$ cat src/rtl/multicycle_control_if.sv
// Control bundle between the multi-cycle MIPS sequencer and its datapath.
// The sequencer (master) reads the opcode and memory handshake and drives
// every datapath strobe and mux select.
interface multicycle_control_if;
    logic [5:0] opcode;
    logic       mem_ready;
    logic       pc_write;
    logic       pc_write_cond;
    logic       bne;
    logic [1:0] pc_source;
    logic       iord;
    logic       mem_read;
    logic       mem_write;
    logic       ir_write;
    logic       mem_to_reg;
    logic       reg_dst;
    logic       reg_write;
    logic       alu_src_a;
    logic [1:0] alu_src_b;
    logic [1:0] alu_op;
    logic [3:0] state;
    logic       instr_done;
    logic       illegal_op;

    modport master (
        input  opcode, mem_ready,
        output pc_write, pc_write_cond, bne, pc_source, iord, mem_read,
               mem_write, ir_write, mem_to_reg, reg_dst, reg_write,
               alu_src_a, alu_src_b, alu_op, state, instr_done, illegal_op
    );

    modport slave (
        output opcode, mem_ready,
        input  pc_write, pc_write_cond, bne, pc_source, iord, mem_read,
               mem_write, ir_write, mem_to_reg, reg_dst, reg_write,
               alu_src_a, alu_src_b, alu_op, state, instr_done, illegal_op
    );
endinterface

$ cat src/rtl/multicycle_control.sv
// Moore sequencer for the multi-cycle MIPS datapath. Each instruction is
// spread over fetch/decode/execute/memory/writeback states so one ALU and
// one unified memory port are shared. Memory states stall on mem_ready.
module multicycle_control (
    input  logic                  clk,
    input  logic                  rst_n,
    multicycle_control_if.master  bus
);
    typedef enum logic [3:0] {
        FETCH    = 4'd0,
        DECODE   = 4'd1,
        MEM_ADDR = 4'd2,
        MEM_RD   = 4'd3,
        MEM_WB   = 4'd4,
        MEM_WR   = 4'd5,
        R_EXEC   = 4'd6,
        R_WB     = 4'd7,
        BRANCH   = 4'd8,
        JUMP     = 4'd9,
        I_EXEC   = 4'd10,
        I_WB     = 4'd11
    } state_t;

    localparam logic [5:0] OP_RTYPE = 6'b000000;
    localparam logic [5:0] OP_LW    = 6'b100011;
    localparam logic [5:0] OP_SW    = 6'b101011;
    localparam logic [5:0] OP_BEQ   = 6'b000100;
    localparam logic [5:0] OP_BNE   = 6'b000101;
    localparam logic [5:0] OP_J     = 6'b000010;
    localparam logic [5:0] OP_ADDI  = 6'b001000;
    localparam logic [5:0] OP_LUI   = 6'b001111;

    state_t state_q;
    state_t state_d;
    // Held low for one cycle after reset release so the first fetch is
    // issued only once the sequencer has seen a clean clock edge.
    logic   started;

    // State register and start-up flag; state only advances once started.
    always_ff @(posedge clk or negedge rst_n) begin
        if (!rst_n) begin
            state_q <= FETCH;
            started <= 1'b0;
        end else begin
            started <= 1'b1;
            if (started) begin
                state_q <= state_d;
            end
        end
    end

    assign bus.state = state_q;

    // Next-state and Moore outputs; everything is forced to 0 until started.
    always_comb begin
        state_d           = state_q;
        bus.pc_write      = 1'b0;
        bus.pc_write_cond = 1'b0;
        bus.bne           = 1'b0;
        bus.pc_source     = 2'b00;
        bus.iord          = 1'b0;
        bus.mem_read      = 1'b0;
        bus.mem_write     = 1'b0;
        bus.ir_write      = 1'b0;
        bus.mem_to_reg    = 1'b0;
        bus.reg_dst       = 1'b0;
        bus.reg_write     = 1'b0;
        bus.alu_src_a     = 1'b0;
        bus.alu_src_b     = 2'b00;
        bus.alu_op        = 2'b00;
        bus.instr_done    = 1'b0;
        bus.illegal_op    = 1'b0;
        if (started) begin
            case (state_q)
                FETCH: begin
                    // PC+4 computed every fetch cycle; committed only when
                    // the instruction word actually arrives.
                    bus.mem_read  = 1'b1;
                    bus.alu_src_b = 2'b01;
                    bus.alu_op    = 2'b10;
                    if (bus.mem_ready) begin
                        bus.ir_write = 1'b1;
                        bus.pc_write = 1'b1;
                        state_d      = DECODE;
                    end
                end
                DECODE: begin
                    // Speculatively form the branch target into ALUOut.
                    bus.alu_src_b = 2'b11;
                    bus.alu_op    = 2'b10;
                    case (bus.opcode)
                        OP_RTYPE:        state_d = R_EXEC;
                        OP_LW, OP_SW:    state_d = MEM_ADDR;
                        OP_BEQ, OP_BNE:  state_d = BRANCH;
                        OP_J:            state_d = JUMP;
                        OP_ADDI, OP_LUI: state_d = I_EXEC;
                        default: begin
                            bus.illegal_op = 1'b1;
                            state_d        = FETCH;
                        end
                    endcase
                end
                MEM_ADDR: begin
                    bus.alu_src_a = 1'b1;
                    bus.alu_src_b = 2'b10;
                    bus.alu_op    = 2'b10;
                    if (bus.opcode == OP_LW) begin
                        state_d = MEM_RD;
                    end else if (bus.opcode == OP_SW) begin
                        state_d = MEM_WR;
                    end else begin
                        state_d = FETCH;
                    end
                end
                MEM_RD: begin
                    bus.mem_read = 1'b1;
                    bus.iord     = 1'b1;
                    if (bus.mem_ready) begin
                        state_d = MEM_WB;
                    end
                end
                MEM_WB: begin
                    bus.reg_write  = 1'b1;
                    bus.mem_to_reg = 1'b1;
                    bus.instr_done = 1'b1;
                    state_d        = FETCH;
                end
                MEM_WR: begin
                    bus.mem_write = 1'b1;
                    bus.iord      = 1'b1;
                    if (bus.mem_ready) begin
                        bus.instr_done = 1'b1;
                        state_d        = FETCH;
                    end
                end
                R_EXEC: begin
                    bus.alu_src_a = 1'b1;
                    state_d       = R_WB;
                end
                R_WB: begin
                    bus.reg_write  = 1'b1;
                    bus.reg_dst    = 1'b1;
                    bus.instr_done = 1'b1;
                    state_d        = FETCH;
                end
                BRANCH: begin
                    bus.alu_src_a     = 1'b1;
                    bus.alu_op        = 2'b01;
                    bus.pc_source     = 2'b01;
                    bus.pc_write_cond = (bus.opcode == OP_BEQ);
                    bus.bne           = (bus.opcode == OP_BNE);
                    bus.instr_done    = 1'b1;
                    state_d           = FETCH;
                end
                JUMP: begin
                    bus.pc_write   = 1'b1;
                    bus.pc_source  = 2'b10;
                    bus.instr_done = 1'b1;
                    state_d        = FETCH;
                end
                I_EXEC: begin
                    bus.alu_src_a = 1'b1;
                    bus.alu_src_b = 2'b10;
                    bus.alu_op    = (bus.opcode == OP_LUI) ? 2'b11 : 2'b10;
                    state_d       = I_WB;
                end
                I_WB: begin
                    bus.reg_write  = 1'b1;
                    bus.instr_done = 1'b1;
                    state_d        = FETCH;
                end
                default: begin
                    state_d = FETCH;
                end
            endcase
        end
    end
endmodule

$ cat src/flat_wrapper.sv
// flat-port wrapper written by rule: the top's interface ports become plain ports
module multicycle_control_flat 
  (clk, rst_n, bus_opcode, bus_mem_ready, bus_pc_write, bus_pc_write_cond, bus_bne, bus_pc_source, bus_iord, bus_mem_read, bus_mem_write, bus_ir_write, bus_mem_to_reg, bus_reg_dst, bus_reg_write, bus_alu_src_a, bus_alu_src_b, bus_alu_op, bus_state, bus_instr_done, bus_illegal_op);
  multicycle_control_if bus_i ();
  input  logic clk;
  input  logic rst_n;
  input wire logic [$bits(bus_i.opcode)-1:0] bus_opcode;
  input wire logic [$bits(bus_i.mem_ready)-1:0] bus_mem_ready;
  output wire logic [$bits(bus_i.pc_write)-1:0] bus_pc_write;
  output wire logic [$bits(bus_i.pc_write_cond)-1:0] bus_pc_write_cond;
  output wire logic [$bits(bus_i.bne)-1:0] bus_bne;
  output wire logic [$bits(bus_i.pc_source)-1:0] bus_pc_source;
  output wire logic [$bits(bus_i.iord)-1:0] bus_iord;
  output wire logic [$bits(bus_i.mem_read)-1:0] bus_mem_read;
  output wire logic [$bits(bus_i.mem_write)-1:0] bus_mem_write;
  output wire logic [$bits(bus_i.ir_write)-1:0] bus_ir_write;
  output wire logic [$bits(bus_i.mem_to_reg)-1:0] bus_mem_to_reg;
  output wire logic [$bits(bus_i.reg_dst)-1:0] bus_reg_dst;
  output wire logic [$bits(bus_i.reg_write)-1:0] bus_reg_write;
  output wire logic [$bits(bus_i.alu_src_a)-1:0] bus_alu_src_a;
  output wire logic [$bits(bus_i.alu_src_b)-1:0] bus_alu_src_b;
  output wire logic [$bits(bus_i.alu_op)-1:0] bus_alu_op;
  output wire logic [$bits(bus_i.state)-1:0] bus_state;
  output wire logic [$bits(bus_i.instr_done)-1:0] bus_instr_done;
  output wire logic [$bits(bus_i.illegal_op)-1:0] bus_illegal_op;
  assign bus_i.opcode = bus_opcode;
  assign bus_i.mem_ready = bus_mem_ready;
  assign bus_pc_write = bus_i.pc_write;
  assign bus_pc_write_cond = bus_i.pc_write_cond;
  assign bus_bne = bus_i.bne;
  assign bus_pc_source = bus_i.pc_source;
  assign bus_iord = bus_i.iord;
  assign bus_mem_read = bus_i.mem_read;
  assign bus_mem_write = bus_i.mem_write;
  assign bus_ir_write = bus_i.ir_write;
  assign bus_mem_to_reg = bus_i.mem_to_reg;
  assign bus_reg_dst = bus_i.reg_dst;
  assign bus_reg_write = bus_i.reg_write;
  assign bus_alu_src_a = bus_i.alu_src_a;
  assign bus_alu_src_b = bus_i.alu_src_b;
  assign bus_alu_op = bus_i.alu_op;
  assign bus_state = bus_i.state;
  assign bus_instr_done = bus_i.instr_done;
  assign bus_illegal_op = bus_i.illegal_op;
  multicycle_control u_core (.clk(clk), .rst_n(rst_n), .bus(bus_i));
endmodule
$ cat config.mk
export PLATFORM = sky130hd
export DESIGN_NAME = multicycle_control_flat
export DESIGN_NICKNAME = d
export VERILOG_FILES = /design/src/rtl/multicycle_control_if.sv /design/src/rtl/multicycle_control.sv /design/src/flat_wrapper.sv
export SDC_FILE = /design/constraint.sdc
export NUM_CORES = 1
export LEC_CHECK = 0
export ABC_AREA = 1
export CAP_MARGIN = 40
export CORE_MARGIN = 5
export CORE_UTILIZATION = 43
export DETAILED_ROUTE_END_ITERATION = 8
export PLACE_DENSITY = 0.91
export SYNTH_ARGS = -nofsm -noshare
export SYNTH_HDL_FRONTEND = slang
export SYNTH_SLANG_ARGS = --single-unit
$ cat constraint.sdc
create_clock -name clk -period 3.9 [get_ports clk]
set_input_delay 0.585 -clock clk [delete_from_list [all_inputs] [get_ports clk]]
set_output_delay 0.585 -clock clk [all_outputs]
set_load 0.005 [all_outputs]
# Word level (Yosys, flattened, before mapping)
# Index checks and enable logic that the tools add are counted.
[classes]
n_eq_ne = 21
mux = 42
reduce_logical = 14
[op_table]
columns = ["cell", "count"]
rows = [
  ["4-bit one-hot mux with 7 select lines", 1],
  ["1-bit 2-to-1 mux", 27],
  ["4-bit one-hot mux with 5 select lines", 1],
  ["4-bit by 3-bit == test with 1-bit output, second input constant", 4],
  ["4-bit == test, second input constant", 4],
  ["4-bit 2-to-1 mux", 4],
  ["6-bit by 3-bit == test with 1-bit output, second input constant", 2],
  ["6-bit by 4-bit == test with 1-bit output, second input constant", 2],
  ["6-bit == test, second input constant", 2],
  ["2-bit one-hot mux with 3 select lines", 2],
  ["2-bit OR reduction", 6],
  ["4-bit by 2-bit == test with 1-bit output, second input constant", 2],
  ["8-bit OR reduction", 1],
  ["6-bit by 2-bit == test with 1-bit output, second input constant", 1],
  ["6-bit logical NOT", 1],
  ["2-bit 2-to-1 mux", 3],
  ["2-bit inequality test, second input constant", 3],
  ["3-bit OR reduction", 2],
  ["5-bit OR reduction", 1],
  ["4-bit by 1-bit == test with 1-bit output, second input constant", 1],
  ["4-bit logical NOT", 1],
  ["1-bit one-hot mux with 2 select lines", 2],
  ["2-bit one-hot mux with 2 select lines", 1],
  ["4-bit AND reduction", 1],
  ["other kinds (2)", 2],
]
[word_totals]
regBits = 5
out_inout_bits = 23
inputBits = 9

# Depth between registers and ports, before layout
# Gate-level depths: netlist of run 1.
[depth]
ltp_word = 5
ltp_mapped = 9
ltp_nobuf = 9

# Least setup slack after synthesis of run 1
# No wires, ideal clock.
[synth_timing]
path_type = "input port to output port"
startpoint = "input bus_opcode[4]"
endpoint = "output bus_bne"
arrival_time_ns = 1.147
path_stages = 5
path_slack_ns = 2.168
required_ns = 3.315
cell_sequence = "nor2_1 > nand4_1 > inv_1 > nand2_1 > nor2_1"
[synth_between]
elab_chain_len = 3
[synth_rtl]
columns = ["item", "line", "source"]
rows = [
  ["start: declaration", "flat_wrapper.sv:7", "input wire logic [$bits(bus_i.opcode)-1:0] bus_opcode;"],
  ["6-bit by 3-bit == test with 1-bit output", "multicycle_control.sv:151", "bus.bne = (bus.opcode == OP_BNE);"],
  ["1-bit 2-to-1 mux", "multicycle_control.sv:74", "case (state_q)"],
  ["1-bit 2-to-1 mux", "multicycle_control.sv:73", "if (started) begin"],
  ["end: declaration", "flat_wrapper.sv:11", "output wire logic [$bits(bus_i.bne)-1:0] bus_bne;"],
]
# Every way passes these cells.

# Worst setup path in the final report of run 1
[layout_timing]
startpoint = "input bus_opcode[5]"
endpoint = "output bus_pc_write_cond"
[layout_between]
elab_chain_len = 3
[layout_rtl]
columns = ["item", "line", "source"]
rows = [
  ["6-bit by 3-bit == test with 1-bit output", "multicycle_control.sv:150", "bus.pc_write_cond = (bus.opcode == OP_BEQ);"],
  ["1-bit 2-to-1 mux", "multicycle_control.sv:74", ""],
  ["1-bit 2-to-1 mux", "multicycle_control.sv:73", ""],
  ["end: declaration", "flat_wrapper.sv:10", "output wire logic [$bits(bus_i.pc_write_cond)-1:0] bus_pc_write_cond;"],
]
# Every way passes these cells.

==> summary.md, run 1 <==
| Metric | Value |
|---|---|
| Status | `finished clean` |
| GPL Wtd Cong | `roughly 0.8` |
| Tcrit/Tclk final | `a little under three quarters` |
| WS Path Type | `in -> out` |
| Congestion Overflow GR | `0` |
| Synth unique cells | `22` |
| Nets | `approximately 170` |
| Worst path slowest cell | `clkdlybuf4s50_1` |
| H-tree depth | `1` |
| Clock transition at path regs | `~0.04 ns` |
| Clk root buf | `clkbuf_4` |
| Clock sink count | `5` |
| All-Layer GR Usage | `approximately 17%` |
| Vias in the first global route | `~800` |
| Setup TNS | `0 ns` |
| Num rows | `14` |
| CP startpoint kind | `primary input` |
| Setup ws final | `~1.1 ns` |
| Setup bufs post-CTS | `0` |
| CP Cell Sequence | `clkdlybuf4s50_1, nor2_1, nand4_1, inv_1, nand2_1, nor2_1, clkdlybuf4s50_1` |
| Initial Utilization | `about 45%` |
| Crit path buffers/inverters | `3` |
| Drt total wl | `2.02 mm` |
| Vias per std cell | `about 5.1` |
| Initial antenna violation count | `0` |
| Clock latency at the later pin of the worst-skew pair | `roughly 0.24 ns` |
| Avg Cell Area, Syn | `around 5.4 sq um` |
| Crit-path max FO | `5` |
| CP Data Required Time | `roughly 3.3 ns` |
| Seq cells post-synth | `5` |
| Leakage power | `slightly below 0.5 nW` |
| Die area | `approximately 0.0025 sq mm` |
| Max rail drop VDD | `around 0.27 mV` |
| Critical Path Sink Type | `output port` |
| Die Y | `roughly 50 um` |
| Post-Synthesis Cell Area | `673 sq um` |
| RSZ-0062 raised after global routing | `false` |
| Pre-antenna DRT Iters | `4` |
| Most common cell in the synthesized netlist | `nand2_1` |
| Fin. Hold Viols | `0` |
| First-pass GRT wire length | `3.38 mm` |
| Crit-path leading delay family | `buffers and inverters` |
| CTS tree | `built` |
| Pwr dens | `about 350 mW/mm^2` |
| Pin count of the biggest net entering global routing | `16` |
| Max frequency | `0.356 GHz` |
| Final Setup Violations | `0` |
| DRT iter0 DRCs | `13` |
| Synth top area share | `about 22%` |
| Layout cells sized above 1 | `between 10% and 20%` |
| Yosys warnings | `0` |
| Cell taking the most area after synthesis | `nand2_1` |
| Worst Hold Class | `in -> async` |
| Worst stage delay on the critical path | `between 0.5 and 0.6 ns` |
| Port bufs | `31` |
| Post-DP HPWL | `1.71 mm` |
| Hold Buf Count CTS | `0` |
| Commonest cells post-synth | `nand2_1, nor2_1, inv_1` |
| Synthesized Nets | `~130` |
| Antenna viol nets, final | `0` |
| Ranking of synthesized cells by area | `nand2_1, dfrtp_1, nor2_1` |
| Post-synth EDFFs | `0` |
| Post-CTS sizing | `0` |
| Placement Setup Slack | `1.09 ns` |
| DRC Markers | `0` |
| Minimum clock period | `about 2.8 ns` |
| Core area | `between 0.001 and 0.0015 sq mm` |
| Via Count | `roughly 890` |
| CTS Buf Count | `3` |
| Critical path data arrival time | `between 2 and 2.5 ns` |
| Per-cell routed wire length | `11.5 um` |
| Die W | `~50 um` |
| I/O pin cnt | `32` |
| Fin. max-slew vios | `0` |
| Cell count after synthesis | `about 130` |
| Primary FF master, synth | `dfrtp_1` |
| Final clock skew | `about 0.00042 ns` |
| Max_cap viols | `0` |
| P&R area growth vs syn | `52.4%` |
| Deepest clock path buffer count | `2` |
| Seq/Total Area, Yosys | `a little under a fifth` |
| Ant. Diodes | `0` |
| Synth async-reset ratio | `100%` |
[where the power goes]
part	switching (W)	internal [W]	leakage, nW
sequential	0.0000173	0.0000605	0.0654
combinational	0.000121	0.000102	0.412
clock	0.0000194	0.0000386	0.0150
total	0.000158	0.000201	0.492
[layer usage]
metal	wire (um)	part of all wire, %	track usage (%)
met4	35	1.7	10.5
met3	121	6.0	2.41
met5	0	0	0
met1	837	41	20.2
met2	1030	51	28.2
[cell families after synthesis]
kind of cell / after synthesis / share of synthesized area [%]
compound gates: 17 / 15.4
simple gates: 81 / 53.0
flops: 5 / 18.6
other cells: 1 / 0.557
buf+inv: 21 / 12.5
[sequential cells by signal (all words and copies together), names as in the netlist]
name,count
u_core.bus.state,4
u_core.started,1
[stage by stage]
step	power [W]	std cells	utilization, %	hold WS, ns	area [sq um]
3_3_place_gp	0.000298	171	67.1	0.555	1000
2_1_floorplan	0.000199	125	-	0.289	673
5_1_grt	0.000393	175	68.9	0.558	1030
3_5_place_dp	0.000302	171	67.1	0.563	1000
6_report	0.000359	175	68.9	0.563	1030
4_1_cts	0.000363	175	68.9	0.561	1030
[placed cells by master (no fill, tap or decap)]
master,synthesis,final
nand2_1,39,39
clkdlybuf4s50_1,0,31
nor2_1,22,22
inv_1,14,14
nand3_1,7,7
inv_2,5,5
a21oi_1,5,5
dfrtp_1,5,5
a31oi_1,4,4
nor2_4,3,3
nand4_1,3,3
nor3_1,3,3
o21ai_1,3,3
nand2_2,3,3
clkbuf_4,0,3
nor2_2,1,1
o22ai_1,1,1
o21ai_2,1,1
a21oi_2,1,1
clkinv_4,1,1
o21a_1,1,1
a21boi_0,1,1
clkbuf_1,0,1
conb_1,1,1
[worst paths after layout]
kind                       depth (start not counted)                  end                 from  slack, ns
hold reg to reg                                    2  u_core.bus.state[2]  u_core.bus.state[2]       0.58
setup / recovery                                   7    bus_pc_write_cond        bus_opcode[5]       1.09
setup reg to reg                                   6  u_core.bus.state[2]  u_core.bus.state[3]       2.44
min in group clk                                   2  u_core.bus.state[2]  u_core.bus.state[2]       0.58
max in group asynchronous                          1  u_core.bus.state[0]                rst_n       3.16
hold / removal                                     1  u_core.bus.state[3]                rst_n       0.56
[worst register-to-register path: stages (launching register included)]
cell,delay (ns)
dfrtp_1,0.45
nor2_2,0.28
nand2_1,0.17
o21ai_2,0.18
nor2_4,0.08
o21ai_1,0.09
nand2_1,0.08
[layout make-up]
| cell class | instances | area, sq um |
|---|---|---|
| Clock buffer | 4 | 26.3 |
| Timing Repair Buffer | 31 | 310 |
| Tap cell | 16 | 20.0 |
| Multi-Input combinational cell | 99 | 464 |
| Fill cell | 125 | 463 |
| Inverter | 20 | 80.1 |
| Sequential cell | 5 | 125 |
Note: power is estimated with default switching activity, not from simulation.
==> inputs of run 2 (changes only) <==
- CORE_UTILIZATION: 43 -> 36
- PLACE_DENSITY: 0.91 -> 0.82
- clock period: 3.9 -> 2.3 ns (I/O delays scaled with it)
==> run 2 against run 1 <==
Net effect:
- non-clock buffer count is 2 higher
- flip-flop and latch count stayed put
- count of clock-buffer cells in the layout stayed put
- largest cell class unchanged
- largest power group unchanged
==> summary.md, run 2 (same netlist as run 1, synthesis figures left out) <==
| Metric | Value |
|---|---|
| Layout cells sized above 1 | `16.8% (+5.4 points)` |
| Congestion Overflow GR | `0 (unchanged)` |
| Leakage power | `0.556 nW (+13%)` |
| Nets | `171 (+1.2%)` |
| Max reg flops | `4 (unchanged)` |
| All-Layer GR Usage | `14.8% (-2.2 points)` |
| H-tree depth | `1 (unchanged)` |
| Commonest non-fill, non-tap cells in the layout | `nand2_1, clkdlybuf4s50_1, nor2_1` |
| Num rows | `15 (+1)` |
| Core area | `0.00175 sq mm (+17%)` |
| Pre-antenna DRT Iters | `4 (unchanged)` |
| Clock latency at the later pin of the worst-skew pair | `0.23 ns (about the same)` |
| First-pass GRT wire length | `3.17 mm (-6.1%)` |
| CTS tree | `built` |
| Deepest clock path buffer count | `2 (unchanged)` |
| Clock sink count | `5 (unchanged)` |
| Fin. Hold Viols | `0 (unchanged)` |
| Tot Pwr | `0.000623 W (+74%)` |
| CP startpoint kind | `primary input` |
| CP Data Required Time | `1.96 ns (-1.35 ns)` |
| Minimum clock period | `~2.2 ns` |
| Critical path data arrival time | `1.89 ns (-0.33 ns)` |
| Max_cap viols | `0 (unchanged)` |
| Max frequency | `0.448 GHz` |
| Tcrit/Tclk final | `between 90% and 100%` |
| Most common cell after layout, fill and taps aside | `nand2_1` |
| I/O pin cnt | `32 (unchanged)` |
| Ant. Diodes | `0 (unchanged)` |
| Final Setup Violations | `0 (unchanged)` |
| Fin. max-slew vios | `0 (unchanged)` |
| Final clock skew | `0.000786 ns (+0.000364 ns)` |
| Via Count | `881 (-1.3%)` |
| Setup crit start | `bus_opcode[5]` |
| Final Core Density | `61.9% (-7.0 points)` |
| Worst Hold Class | `in -> async` |
| Port bufs | `31 (unchanged)` |
| Initial Utilization | `38.6% (-6.6 points)` |
| Filler cell count | `175 (+40%)` |
| RSZ-0062 raised after global routing | `true` |
| Reg2reg start | `u_core.bus.state[3]` |
| Hold Buf Count CTS | `0 (unchanged)` |
| Post-DP HPWL | `1.66 mm (-3.0%)` |
| Crit-path max FO | `5 (unchanged)` |
| Vias in the first global route | `797 (unchanged)` |
| P&R area growth vs syn | `60.4%` |
| Per-cell routed wire length | `10.8 um (-6.7%)` |
| Die W | `53.2 um (+7.4%)` |
| Drt total wl | `2.00 mm (-0.84%)` |
| Status | `finished clean` |
| CTS Buf Count | `3 (unchanged)` |
| Clk root buf | `clkbuf_4` |
| Placement Setup Slack | `0.0242 ns (-1.07 ns)` |
| Antenna viol nets, final | `0 (unchanged)` |
| DRC Markers | `0 (unchanged)` |
| GPL Wtd Cong | `0.846 (+3.0%)` |
| Vias per std cell | `4.74 (-7.2%)` |
| Initial antenna violation count | `0 (unchanged)` |
| Critical Path Sink Type | `output port` |
| Max rail drop VDD | `0.487 mV (+79%)` |
| Setup ws final | `0.0698 ns (-1.02 ns)` |
| Pin count of the biggest net entering global routing | `16 (unchanged)` |
| DRT iter0 DRCs | `30 (+17)` |
| Clock transition at path regs | `0.04 ns (about the same)` |
| Die Y | `53.2 um (+7.4%)` |
| Die area | `0.00283 sq mm (+15%)` |
| Pwr dens | `577 mW/mm^2 (+65%)` |
| WS Path Type | `in -> out` |
## run 2: worst max-delay path, stage by stage
cell	delay [ns]
clkdlybuf4s50_1	0.52
nor2_2	0.08
nand3_1	0.10
nand3_1	0.11
nor3_1	0.20
clkdlybuf4s50_1	0.53
## run 2: worst paths after layout
path / to / slack (ns) / cells after the start
setup reg to reg: u_core.bus.state[2] / 0.85 / 7
min in group clk: u_core.bus.state[2] / 0.58 / 2
hold reg to reg: u_core.bus.state[2] / 0.58 / 2
setup / recovery: bus_illegal_op / 0.07 / 6
hold / removal: u_core.started / 0.33 / 1
max in group asynchronous: u_core.bus.state[0] / 1.77 / 1
## run 2: what timing repair did
item                       4_1_cts  5_1_grt
gates resized for setup          0       12
setup endpoints to repair        0       11
buffers inserted                 0        0
## run 2: per-stage QoR
stage / hold WS, ns / area [sq um] / setup TNS [ns] / std cells
finish: 0.326 / 1080 / 0 / 186
global route: 0.321 / 1080 / -0.0520 / 186
CTS: 0.324 / 1050 / 0 / 186
detailed placement: 0.565 / 1030 / 0 / 182
global placement: 0.561 / 1030 / 0 / 182
floorplan: 0.0494 / 673 / 0 / 125
## run 2: power breakdown
part	switching, W	total, W	internal [W]
Clock	0.0000314	0.0000967	0.0000653
Sequential	0.0000332	0.000138	0.000105
Combinational	0.000208	0.000388	0.000180
Total	0.000273	0.000623	0.000350
## run 2: layout make-up
type / count / area [sq um] / area share, %
sequential: 5 / 128 / 11.8
clock buffer: 4 / 26.3 / 2.43
timing repair buffer: 33 / 338 / 31.3
inverter: 20 / 80.1 / 7.42
tap: 25 / 31.3 / 2.90
multi-input combinational: 99 / 477 / 44.1
## run 2: routing by layer
metal | up-vias | track usage [%] | wire length (um)
met2 | 20 | 25.7 | 1010
li1 | 465 | - | -
met5 | - | 0 | 0
met4 | 0 | 8.09 | 12
met3 | 2 | 0.563 | 93
met1 | 394 | 18.1 | 886
==> inputs of run 3 (changes only) <==
==> constraint.sdc (replaced) <==
create_clock -name clk -period 2.3 [get_ports clk]
set_input_delay 0.345 -clock clk [delete_from_list [all_inputs] [get_ports clk]]
set_output_delay 0.345 -clock clk [all_outputs]
set_load 0.1 [all_outputs]
==> run 3 against run 2 <==
Net effect:
- first-iteration DRC count rose by 23%
- largest cell class unchanged
- wire length rose by 16%
- sequential power rose by 9%
- worst setup slack improved by 0.063 ns
- worst hold slack improved by 0.0020 ns
- fmax rose by 2.9%
- count of clock-buffer cells in the layout did not move
- combinational power rose to 2.6 times the previous value
- largest power group unchanged
- clock skew barely moved
- register-to-register slack got worse by 0.04 ns
- critical path depth rose by 1
==> summary.md, run 3 (same netlist as run 1, synthesis figures left out) <==
| Metric | Value |
|---|---|
| Die W | `53.2 um (unchanged)` |
| Clock sink count | `5 (unchanged)` |
| Minimum clock period | `2.17 ns (-0.0627 ns)` |
| Port bufs | `31 (unchanged)` |
| Filler cell count | `120 (-31%)` |
| WS Path Type | `reg -> out` |
| Pwr dens | `872 mW/mm^2 (+51%)` |
| Layout cells sized above 1 | `43.8% (+27 points)` |
| Max reg flops | `4 (unchanged)` |
| H-tree depth | `1 (unchanged)` |
| RSZ-0062 raised after global routing | `false` |
| Post-CTS sizing | `0 (unchanged)` |
| Clk root buf | `clkbuf_4` |
| Clock latency at the later pin of the worst-skew pair | `0.23 ns (about the same)` |
| Clock transition at path regs | `0.04 ns (about the same)` |
| Die Y | `53.2 um (unchanged)` |
| Fin. Hold Viols | `0 (unchanged)` |
| Setup bufs post-CTS | `0 (unchanged)` |
| Per-cell routed wire length | `12.5 um (+16%)` |
| Antenna viol nets, final | `0 (unchanged)` |
| Leakage power | `0.634 nW (+14%)` |
| Fin. max-slew vios | `0 (unchanged)` |
| I/O pin cnt | `32 (unchanged)` |
| DRT iter0 DRCs | `37 (+23%)` |
| Nets | `170 (-0.58%)` |
| Setup crit start | `u_core.bus.state[0]` |
| Crit-path max FO | `6 (+1)` |
| Final clock skew | `0.000911 ns (+0.000125 ns)` |
| Drt total wl | `2.32 mm (+16%)` |
| Ant. Diodes | `0 (unchanged)` |
| CP startpoint kind | `flip-flop` |
| Vias per std cell | `5.24 (+11%)` |
| Pre-antenna DRT Iters | `4 (unchanged)` |
| First-pass GRT wire length | `3.82 mm (+20%)` |
| Initial Utilization | `38.6% (unchanged)` |
| Initial antenna violation count | `0 (unchanged)` |
| P&R area growth vs syn | `111%` |
| Most common cell after layout, fill and taps aside | `nand2_1` |
| Status | `finished clean` |
| Setup TNS | `0 ns (unchanged)` |
| CP Data Required Time | `1.96 ns (about the same)` |
| Commonest non-fill, non-tap cells in the layout | `nand2_1, buf_12, inv_1, nor2_1, nor2_4` |
| DRC Markers | `0 (unchanged)` |
| Vias in the first global route | `912 (+14%)` |
| Post-DP HPWL | `2.07 mm (+25%)` |
| Critical path data arrival time | `1.82 ns (-0.07 ns)` |
| CTS Buf Count | `3 (unchanged)` |
| Max frequency | `0.461 GHz (+2.9%)` |
| Core area | `0.00175 sq mm (unchanged)` |
| Max_cap viols | `0 (unchanged)` |
| Congestion Overflow GR | `0 (unchanged)` |
| Hold Buf Count CTS | `0 (unchanged)` |
| Placement Setup Slack | `0.219 ns (+0.194 ns)` |
| Final Setup Violations | `0 (unchanged)` |
| Critical Path Sink Type | `output port` |
| Num rows | `15 (unchanged)` |
| CTS tree | `built` |
| Max rail drop VDD | `0.776 mV (+59%)` |
| GPL Wtd Cong | `0.807 (-4.7%)` |
| Deepest clock path buffer count | `2 (unchanged)` |
| Reg2reg start | `u_core.bus.state[2]` |
| Worst Hold Class | `in -> async` |
| Via Count | `970 (+10%)` |
| Setup ws final | `0.133 ns (+0.0627 ns)` |
| All-Layer GR Usage | `18.1% (+3.3 points)` |
| Die area | `0.00283 sq mm (unchanged)` |
| Pin count of the biggest net entering global routing | `10 (-6)` |
| Tcrit/Tclk final | `94.2% (-2.7 points)` |
[run 3: changes by cell type in the layout (fill, tap and decap cells not counted), sizes merged]
| cell | before | now |
|---|---|---|
| buf | 2 | 24 |
| dlymetal6s2s | 5 | 0 |
| clkdlybuf4s50 | 26 | 8 |
[run 3: area by class of cell]
| class | count | area [sq um] | share of cell area, % |
|---|---|---|---|
| clock buffer | 4 | 26.3 | 1.85 |
| tap | 25 | 31.3 | 2.20 |
| sequential | 5 | 140 | 9.87 |
| multi-input combinational | 99 | 644 | 45.4 |
| inverter | 20 | 80.1 | 5.64 |
| timing repair buffer | 32 | 498 | 35.1 |
[run 3: routing by layer]
metal | part of all wire, % | global-route usage [%]
met5 | 0 | 0
met2 | 54 | 33.7
met3 | 5.2 | 1.97
met1 | 40 | 20.6
met4 | 0.78 | 7.23
[run 3: path summary, 6_finish.rpt]
kind / depth (start not counted) / to / slack (ns)
worst max-delay path: 7 / bus_alu_op[1] / 0.13
worst max register to register: 6 / u_core.bus.state[2] / 0.81
max in group asynchronous: 1 / u_core.bus.state[1] / 1.77
worst min-delay path: 1 / u_core.bus.state[0] / 0.33
worst min register to register: 2 / u_core.bus.state[2] / 0.59
min in group clk: 2 / u_core.bus.state[2] / 0.59
[run 3: worst max-delay path, cell delays in order (launching register included)]
cell     delay, ns
dfrtp_4       0.52
inv_2         0.09
nor2_4        0.05
nand2_1       0.18
inv_2         0.09
nor2_1        0.31
a31oi_4       0.15
buf_12        0.19
[run 3: where the power goes]
part / total, W / switching [W] / internal (W)
clock: 0.0000951 / 0.0000299 / 0.0000652
combinational: 0.000994 / 0.000700 / 0.000293
sequential: 0.000150 / 0.0000379 / 0.000112
total: 0.00124 / 0.000768 / 0.000470
[run 3: per-stage QoR]
step	total power (W)	hold WS, ns	instances	util, %	area, sq um
6_report	0.00124	0.328	185	81.4	1420
4_1_cts	0.00125	0.325	185	81.4	1420
5_1_grt	0.00129	0.325	185	81.4	1420
3_5_place_dp	0.00115	0.577	181	79.9	1390
3_3_place_gp	0.00113	0.569	181	79.9	1390
2_1_floorplan	0.000851	0.0494	125	-	868
